File: src/rtl/div_seq_pkg.sv
// Shared definitions for the sequential divider: state encodings and the default width.
package div_seq_pkg;

    localparam int DIV_DW_DEFAULT = 32;

    typedef enum logic [1:0] {
        ST_IDLE   = 2'b00,
        ST_BYZERO = 2'b01,
        ST_ON     = 2'b10,
        ST_END    = 2'b11
    } div_state_e;

endpackage

File: src/rtl/div_seq.sv
// Sequential radix-2 restoring divider (div/divu) for the EX stage.
// Produces {remainder, quotient}; stallreq_o holds the pipeline while a divide runs.
module div_seq
    import div_seq_pkg::*;
#(
    parameter int DW = DIV_DW_DEFAULT
) (
    input  logic            clk,
    input  logic            rst,
    input  logic            start_i,
    input  logic            annul_i,
    input  logic            signed_i,
    input  logic [DW-1:0]   opdata1_i,
    input  logic [DW-1:0]   opdata2_i,
    output logic [2*DW-1:0] result_o,
    output logic            ready_o,
    output logic            stallreq_o
);

    localparam int CW = $clog2(DW + 1);

    div_state_e      r_state;
    div_state_e      w_next;
    logic [CW-1:0]   r_cnt;
    logic [2*DW:0]   r_work;
    logic [DW-1:0]   r_divisor;
    logic            r_sign1;
    logic            r_sign2;
    logic            r_signed;
    logic [2*DW-1:0] r_result;
    logic            r_ready;

    logic [DW-1:0]   w_abs1;
    logic [DW-1:0]   w_abs2;
    logic [DW:0]     w_diff;
    logic [DW-1:0]   w_quot;
    logic [DW-1:0]   w_rem;
    logic [DW-1:0]   w_quot_fix;
    logic [DW-1:0]   w_rem_fix;
    logic            w_cnt_done;

    assign w_abs1 = (signed_i && opdata1_i[DW-1]) ? (~opdata1_i + DW'(1)) : opdata1_i;
    assign w_abs2 = (signed_i && opdata2_i[DW-1]) ? (~opdata2_i + DW'(1)) : opdata2_i;

    // Working register layout: [2DW:DW+1] partial remainder, [DW:1] dividend/quotient bits.
    assign w_diff     = {1'b0, r_work[2*DW-1:DW]} - {1'b0, r_divisor};
    assign w_quot     = r_work[DW-1:0];
    assign w_rem      = r_work[2*DW:DW+1];
    assign w_quot_fix = (r_signed && (r_sign1 ^ r_sign2)) ? (~w_quot + DW'(1)) : w_quot;
    assign w_rem_fix  = (r_signed && r_sign1) ? (~w_rem + DW'(1)) : w_rem;
    assign w_cnt_done = (r_cnt == CW'(DW));

    always_comb begin
        w_next = r_state;
        case (r_state)
            ST_IDLE: begin
                if (start_i && !annul_i) begin
                    w_next = (opdata2_i == '0) ? ST_BYZERO : ST_ON;
                end
            end
            ST_BYZERO: w_next = annul_i ? ST_IDLE : ST_END;
            ST_ON: begin
                if (annul_i) begin
                    w_next = ST_IDLE;
                end else if (w_cnt_done) begin
                    w_next = ST_END;
                end
            end
            ST_END: begin
                if (!start_i) begin
                    w_next = ST_IDLE;
                end
            end
            default: w_next = ST_IDLE;
        endcase
    end

    // Reset may land mid-divide while the state register still reads ON.
    always_comb begin
        if (rst) begin
            stallreq_o = start_i && !annul_i;
        end else begin
            stallreq_o = ((r_state == ST_IDLE) && start_i && !annul_i) ||
                         (r_state == ST_BYZERO) || (r_state == ST_ON);
        end
    end

    always_ff @(posedge clk) begin
        if (rst) begin
            r_state   <= ST_IDLE;
            r_cnt     <= '0;
            r_work    <= '0;
            r_divisor <= '0;
            r_sign1   <= 1'b0;
            r_sign2   <= 1'b0;
            r_signed  <= 1'b0;
            r_result  <= '0;
            r_ready   <= 1'b0;
        end else begin
            r_state <= w_next;
            case (r_state)
                ST_IDLE: begin
                    r_ready <= 1'b0;
                    if (w_next == ST_ON) begin
                        r_work    <= {{DW{1'b0}}, w_abs1, 1'b0};
                        r_divisor <= w_abs2;
                        r_sign1   <= opdata1_i[DW-1];
                        r_sign2   <= opdata2_i[DW-1];
                        r_signed  <= signed_i;
                        r_cnt     <= '0;
                    end
                end
                ST_BYZERO: begin
                    if (!annul_i) begin
                        r_result <= '0;
                        r_ready  <= 1'b1;
                    end
                end
                ST_ON: begin
                    if (!annul_i) begin
                        if (!w_cnt_done) begin
                            // Borrow means the trial subtract failed: shift in a 0 quotient bit.
                            if (w_diff[DW]) begin
                                r_work <= {r_work[2*DW-1:0], 1'b0};
                            end else begin
                                r_work <= {w_diff[DW-1:0], r_work[DW-1:0], 1'b1};
                            end
                            r_cnt <= r_cnt + CW'(1);
                        end else begin
                            r_result <= {w_rem_fix, w_quot_fix};
                            r_ready  <= 1'b1;
                        end
                    end
                end
                ST_END: begin
                    if (!start_i) begin
                        r_ready <= 1'b0;
                    end
                end
                default: r_ready <= 1'b0;
            endcase
        end
    end

    assign result_o = r_result;
    assign ready_o  = r_ready;

endmodule
File: config.mk
export PLATFORM = sky130hd
export DESIGN_NAME = div_seq
export DESIGN_NICKNAME = d
export VERILOG_FILES = /design/src/rtl/div_seq_pkg.sv /design/src/rtl/div_seq.sv
export SDC_FILE = /design/constraint.sdc
export NUM_CORES = 1
export LEC_CHECK = 0
export ABC_AREA = 1
export ABC_CLOCK_PERIOD_IN_PS = 2640
export CAP_MARGIN = 0
export CORE_ASPECT_RATIO = 1.1
export CORE_MARGIN = 2
export CORE_UTILIZATION = 43
export CTS_BUF_LIST = sky130_fd_sc_hd__clkbuf_4 sky130_fd_sc_hd__clkbuf_8
export DETAILED_ROUTE_END_ITERATION = 10
export DONT_BUFFER_PORTS = 1
export PLACE_DENSITY_LB_ADDON = 0.3
export SLEW_MARGIN = 25
export SYNTH_ARGS = -nofsm -noshare
export SYNTH_HDL_FRONTEND = slang
export SYNTH_SLANG_ARGS = --single-unit
File: constraint.sdc
create_clock -name clk -period 2.64 [get_ports clk]
set_input_delay 0.132 -clock clk [delete_from_list [all_inputs] [get_ports clk]]
set_output_delay 0.132 -clock clk [all_outputs]
set_load 0.005 [all_outputs]
==> Yosys cells after proc, flatten, opt, wreduce, memory -nomap -nowiden <==
Cells that the tools add are included.
{ "word_totals": {"ff_bits": 173, "out_inout_bits": 66, "inputBits": 69, "word_cells": 79} }
{ "op_classes": {"n_eq_ne": 11, "add_sub_neg": 6, "mux": 30, "bitwise_logic": 5, "n_reduce_logical": 18} }
{ "op_table": {"columns": ["cell", "n"], "rows": [
  ["$mux 65", 4],
  ["$mux 64", 3],
  ["$pmux 65 s2", 1],
  ["$add 32x1->32 const B", 4],
  ["$mux 32", 4],
  ["$not 32->32", 4],
  ["$pmux 64 s2", 1],
  ["$sub 32x32->33", 1],
  ["$logic_not 32->1", 1],
  ["$mux 6", 3],
  ["$mux 2", 6],
  ["$pmux 6 s2", 1],
  ["$reduce_and 4->1", 3],
  ["$ne 2x2->1 const B", 5],
  ["$pmux 2 s4", 1],
  ["$logic_and 1x1->1", 7],
  ["$add 6x1->6 const B", 1],
  ["$eq 2x2->1 const B", 3],
  ["$eq 6x6->1 const B", 1],
  ["$mux 1", 5],
  ["$pmux 1 s4", 1],
  ["$reduce_bool 2->1", 2],
  ["$eq 2x1->1 const B", 1],
  ["$logic_not 2->1", 1],
  ["other kinds (5)", 6]
]} }

==> Depth between registers and ports, before layout <==
Gate-level depths: netlist of the first run.
{ "depth": {"ltp_word": 7, "depth_mapped": 19, "ltp_nobuf": 18} }

==> Worst setup path after synthesis of the first run <==
OpenSTA, ideal clock, no wires.
{ "synth_timing": {"kind": "register -> register", "startpoint": "register r_work[32]", "endpoint": "register r_work[37]", "n_path_buf": 1, "t_arrival_ps": 2148, "t_required_ps": 2508, "path_stages_with_launch": 19, "slack_ps": 359, "setup_ps": 132, "period_less_slack_ps": 2281, "cell_sequence": "dfxtp_1 inv_1 ha_1 fa_1 inv_1 nand2_1 nand2_1 nand3b_1 nand2_1 nand2_1 nand2_1 nand2_4 nand2_4 buf_2 nand2_1 o21ai_0 nor2_1 nand2_1 a21oi_1"} }
{ "synth_via": {"elab_chain_len": 5} }
{ "synth_rtl": {"columns": ["item", "line_no", "rtl"], "rows": [
  ["from (decl)", "div_seq.sv:25", "logic [2*DW:0] r_work;"],
  ["from (signal assigned)", "div_seq.sv:105", "r_work <= {{DW{1'b0}}, w_abs1, 1'b0};"],
  ["from (signal assigned)", "div_seq.sv:124", "r_work <= {r_work[2*DW-1:0], 1'b0};"],
  ["from (signal assigned)", "div_seq.sv:126", "r_work <= {w_diff[DW-1:0], r_work[DW-1:0], 1'b1};"],
  ["$sub 32x32->33", "div_seq.sv:46", "assign w_diff = {1'b0, r_work[2*DW-1:DW]} - {1'b0, r_divisor};"],
  ["$mux 65", "div_seq.sv:123", "if (w_diff[DW]) begin"],
  ["$mux 65", "div_seq.sv:121", "if (!w_cnt_done) begin"],
  ["$mux 65", "div_seq.sv:120", "if (!annul_i) begin"],
  ["$pmux 65 s2", "div_seq.sv:101", "case (r_state)"]
]} }
No other way between the ends. The select of a mux whose other input is x is not followed.
A chain may end at the register's enable or synchronous reset.

==> Worst setup path in the final report of the first run <==
{ "layout_timing": {"startpoint": "register r_work[54]", "endpoint": "register r_work[51]"} }
Same word-level chain as after synthesis.

==> results of run 1 <==
==> final timing paths <==
path | cells after the start | to | startpoint
setup / recovery | 12 | r_work[51] | r_work[54]
hold / removal | 6 | r_work[29] | opdata1_i[28]
setup reg to reg | 12 | r_work[51] | r_work[54]
hold reg to reg | 2 | r_work[32] | r_work[32]
==> layout make-up <==
type                       count  area, um^2  area share
multi-input combinational   1703        8190       0.555
sequential                   173        3460       0.235
inverter                     322        1210      0.0823
timing repair buffer          99         961      0.0652
tap                          414         518      0.0351
clock buffer                  17         234      0.0159
clock inverter                15         163      0.0110
==> sequential cells by signal (all words and copies together), names as in the netlist <==
name and flops:
r_divisor 32, result_o 64, r_cnt 6, ready_o 1, r_state 2, r_sign1 1, r_sign2 1, r_signed 1
r_work 65
==> timing repair <==
item                                    CTS  global route
resized for setup                         0             7
hold endpoints to repair                149             0
hold buffers                             48             0
endpoints found under the setup margin    0            28
setup buffers                             0             0
==> cells in the final DEF, fill, tap and decap left out, types with 5 or more instances in the layout <==
cell / instances
buf_12: 5
nor2_1: 252
nand4_1: 45
dfxtp_1: 173
nor4_1: 6
a21oi_1: 193
o21ai_1: 9
inv_1: 314
nand3b_1: 9
o211ai_1: 7
inv_6: 5
xnor2_1: 22
inv_8: 5
ha_1: 43
xor2_1: 33
or2_2: 7
o21ai_0: 130
nand2_1: 691
clkbuf_8: 17
nand3_1: 185
nor3_1: 19
dlygate4sd3_1: 47
nor2_2: 5
buf_4: 45
==> metrics by stage <==
step,std cells,util,setup TNS (ps)
final,2743,0.486,0
after CTS,2742,0.484,0
after global placement,2662,0.455,0
after global routing,2743,0.486,-2.80
after detailed placement,2662,0.455,0
after floorplan,2283,-,0
==> power breakdown <==
group / internal [W] / total [W] / leakage, nW / switching (W)
sequential: 0.00293 / 0.00323 / 1.40 / 0.000302
combinational: 0.00174 / 0.00549 / 5.26 / 0.00375
clock: 0.000720 / 0.00195 / 0.204 / 0.00123
total: 0.00539 / 0.0107 / 6.87 / 0.00528
==> kinds of logic after synthesis <==
kind of cell,share of synthesized area
DFF,0.262
adders and majority gates,0.0431
and+or+nand+nor,0.392
AOI/OAI and AO/OA,0.146
xor gates and xnor gates,0.0364
buffers and inverters,0.121
==> worst max-delay path, stage by stage, from the launching register on <==
cell	delay, ps
dfxtp_1	430
ha_1	450
nand2_1	120
nor2_1	220
nand2_1	170
nor2_1	200
nand2_4	80
nand2_4	110
buf_12	170
nand3_1	100
a21oi_2	120
nand2_1	70
a21oi_1	140
==> per-layer routing <==
metal,vias up,part of all wire,track usage
li1,7338,-,-
met4,0,0.018,0.0655
met2,517,0.42,0.410
met3,48,0.067,0.0312
met5,-,0,0
met1,6511,0.49,0.415
==> impl_metrics.ini, run 1 <==
[outcome]
outcome = completed

[floorplan]
start_util = 0.436
dieWidth_um = 171
fp.dieArea_um2 = 32200
core_area_um2 = 30300
io_pins = 135
die_h_um = 188
rows = 67

[yosys]
synth_cell_types = 46
avgSynthCellArea_um2 = 5.79
synthArstFlopShare = 0
synth_edf_count = 0
ys_warn_count = 0
ys_ff_latch = 173
synthMostInstantiatedCell = nand2_1
syn_inst = 2283
synthesis.nets = 2397
synthTopCellsByCount = nand2_1 (693), inv_1 (314), nor2_1 (252), a21oi_1 (194), nand3_1 (185)
synth_area_leaders = dfxtp_1 (26%), nand2_1 (20%), inv_1 (8.9%), a21oi_1 (7.3%), nor2_1 (7.2%)
netlist_area_um2 = 13200
yosysTopAreaCell = dfxtp_1
synth_seq_area_share = 0.262
synth_top_cell_area_share = 0.262
ys.flop_type = dfxtp_1

[flow_run]
drv_cap = 0

[place]
gp_congestion = 1.00
hpwl_mm = 34.4
port_buffers = 0
dpl_cell_area_um2 = 13800
pre_cts_ws_ps = 217

[final_layout]
fillers = 3292
nNetsFinal = 2430
drive_gt1_frac = 0.0528
finish.instance_area_um2 = 14700
area_growth_pct = 11.5
diodes = 0

[clock_network]
cts-root-buf = clkbuf_8
clockBufferDepth = 2
clk_latency_ps = 500
cts_tree = yes
cts_inserted_buffers = 17
path_clk_slew_ps = 120
cts.sinks = 173
h-tree-depth = 4

[global_route]
antenna_found_initial = 0
grt_pass1_vias = 13100
grtUsageTotal = 0.274
grt_pass1_wl_mm = 69.6
grt_max_degree = 109
grt_overflow = 0

[worst_setup_path]
critPathKind = reg2reg
critPathLaunchType = flop
cp_max_fo = 22
setup.worst_path.end_class = flop
r2r_setup_slack_ps = 170
critPathRequiredTime_ps = 3060
arrival_ps = 2890

[sta]
slew_viol_final = 0
final.min_clock_period_ps = 2470
skew_ps = 23.2
fin_crit_sh = 0.935
clock.fmax_ghz = 0.405
holdWs_ps = 22.8
hold_violations = 0
slew_headroom = 0.506
fin_ws_ps = 171
setup_viol = 0
tightest_slew_ps = 742

[detailed_routing]
wl_mm = 44.6
postRouteAntennaNets = 0
vias = 14400
routedWlPerCell_um = 16.3
viasPerCell = 5.25
drc = 0
drt-initial-drc-count = 1241
dr.pass1.iters = 5

[power]
total_power_w = 0.0107
power_density_nw_per_um2 = 724
p_leak_nw = 6.87
ir_worst_vdd_uv = 349

[hold_path]
hp-class = in2reg
Power figures use the tool's default switching activity.
==> run 2: changes to the inputs <==
Settings changed: PLACE_DENSITY_LB_ADDON 0.3 to default.
==> run 2 against run 1 <==
Via count down 0.25%. Routed wire length up 4.2%. Utilization is 0.28 points higher. Clock power about the same. Critical path depth up 3. Flip-flop and latch count stayed put. Final cell count increased by 0.29%. Register-to-register slack improved by 20 ps. Cell area rose by 0.59%. Worst hold slack got worse by 5.8 ps. Highest routed layer unchanged. Global-route usage rose by 1.2 points. Critical endpoint unchanged. Non-clock buffer count increased by 8.
==> impl_metrics.ini, run 2 (same netlist as run 1, synthesis figures left out) <==
[detailed_routing]
dr.pass1.iters = 5
viasPerCell = 5.23
wl_mm = 46.5
routedWlPerCell_um = 16.9
drt-initial-drc-count = 1200
vias = 14400
postRouteAntennaNets = 0
drc = 0

[floorplan]
start_util = 0.436
fp.dieArea_um2 = 32200
io_pins = 135
dieWidth_um = 171
rows = 67
core_area_um2 = 30300
die_h_um = 188

[hold_path]
min-delay-start = opdata1_i[26]
hp-class = in2reg

[final_layout]
final_common_cell = nand2_1
final_cell_mix = nand2_1 (691), inv_1 (312), nor2_1 (252)
area_growth_pct = 12.1
drive_gt1_frac = 0.0556
finish.instance_area_um2 = 14800
nNetsFinal = 2438
largest_reg_flops = 65
diodes = 0
stdcell_count = 2751
largest_register = r_work

[worst_setup_path]
critPathKind = reg2reg
critPathLaunchType = flop
setup.worst_path.end_class = flop
critPathRequiredTime_ps = 3050
arrival_ps = 2860
startpoint = r_divisor[19]
cp_max_fo = 13
reg2reg_from = r_divisor[19]

[clock_network]
path_clk_slew_ps = 110
cts.sinks = 173
clockBufferDepth = 2
cts_tree = yes
clk_latency_ps = 490
cts-root-buf = clkbuf_8
cts_inserted_buffers = 17
h-tree-depth = 4

[sta]
final.min_clock_period_ps = 2450
skew_ps = 22.5
hold_violations = 0
setup_viol = 0
slew_headroom = 0.523
tightest_slew_ps = 716
fin_crit_sh = 0.929
holdWs_ps = 16.9
slew_viol_final = 0
clock.fmax_ghz = 0.408
fin_setup_tns_ps = 0
rsz0062_at_grt = no

[power]
power_density_nw_per_um2 = 716
p_leak_nw = 6.91
total_power_w = 0.0106
ir_worst_vdd_uv = 383

[global_route]
grt_pass1_vias = 13000
antenna_found_initial = 0
grt_overflow = 0
grtUsageTotal = 0.286
grt_pass1_wl_mm = 71.5
grt_max_degree = 109

[outcome]
outcome = completed

[place]
gp_congestion = 0.961
port_buffers = 0
dpl_cell_area_um2 = 13800
dp_cells = 2667
hpwl_mm = 36.2

[flow_run]
drv_cap = 0
## run 2: routing by layer
metal / wire length, um / GRT usage / vias to the layer above
met4: 1680 / 0.111 / 0
met2: 20900 / 0.453 / 451
met3: 2540 / 0.0352 / 69
met5: 0 / 0 / -
li1: - / - / 7360
met1: 21400 / 0.393 / 6498
## run 2: path summary, 6_finish.rpt
check,endpoint,slack [ps],cells after the start
min reg2reg,r_divisor[4],480,2
max,r_work[51],190,15
max reg2reg,r_work[51],190,15
min,r_work[27],20,5
## run 2: critical path: stages (launching register included)
cell and delay [ps]:
dfxtp_1 350, inv_1 110, ha_1 360, nand2_1 140, inv_1 50, nand2_1 60
nand2_1 110, nand2_1 80, nand2_1 110, a21oi_4 250, nand2_8 110, inv_2 210
nand2_1 80, a21oi_1 150, nand2_1 70, a21oi_1 120
## run 2: area by class of cell
class | count | area, um^2
clock buffers | 17 | 234
inverters | 322 | 1210
fillers | 3370 | 15500
repair buffers | 107 | 1020
flip-flops and latches | 173 | 3460
clock inverters | 15 | 181
multi-input cells | 1703 | 8190
well taps | 414 | 518
## run 2: metrics by stage
| stage | utilization | worst slack, ps |
|---|---|---|
| floorplan | - | 359 |
| global placement | 0.456 | 233 |
| CTS | 0.487 | 120 |
| detailed placement | 0.456 | 175 |
| global route | 0.488 | 4.45 |
| finish | 0.488 | 188 |
## run 2: power by group
group | switching (W) | internal [W]
registers | 0.000294 | 0.00293
clock network | 0.00120 | 0.000722
logic | 0.00373 | 0.00173
## run 2: what timing repair did
action	in CTS	in global routing
hold buffers	51	0
endpoints found under the hold margin	151	0
endpoints found under the setup margin	0	35
buffers inserted	0	0
resized for setup	0	9
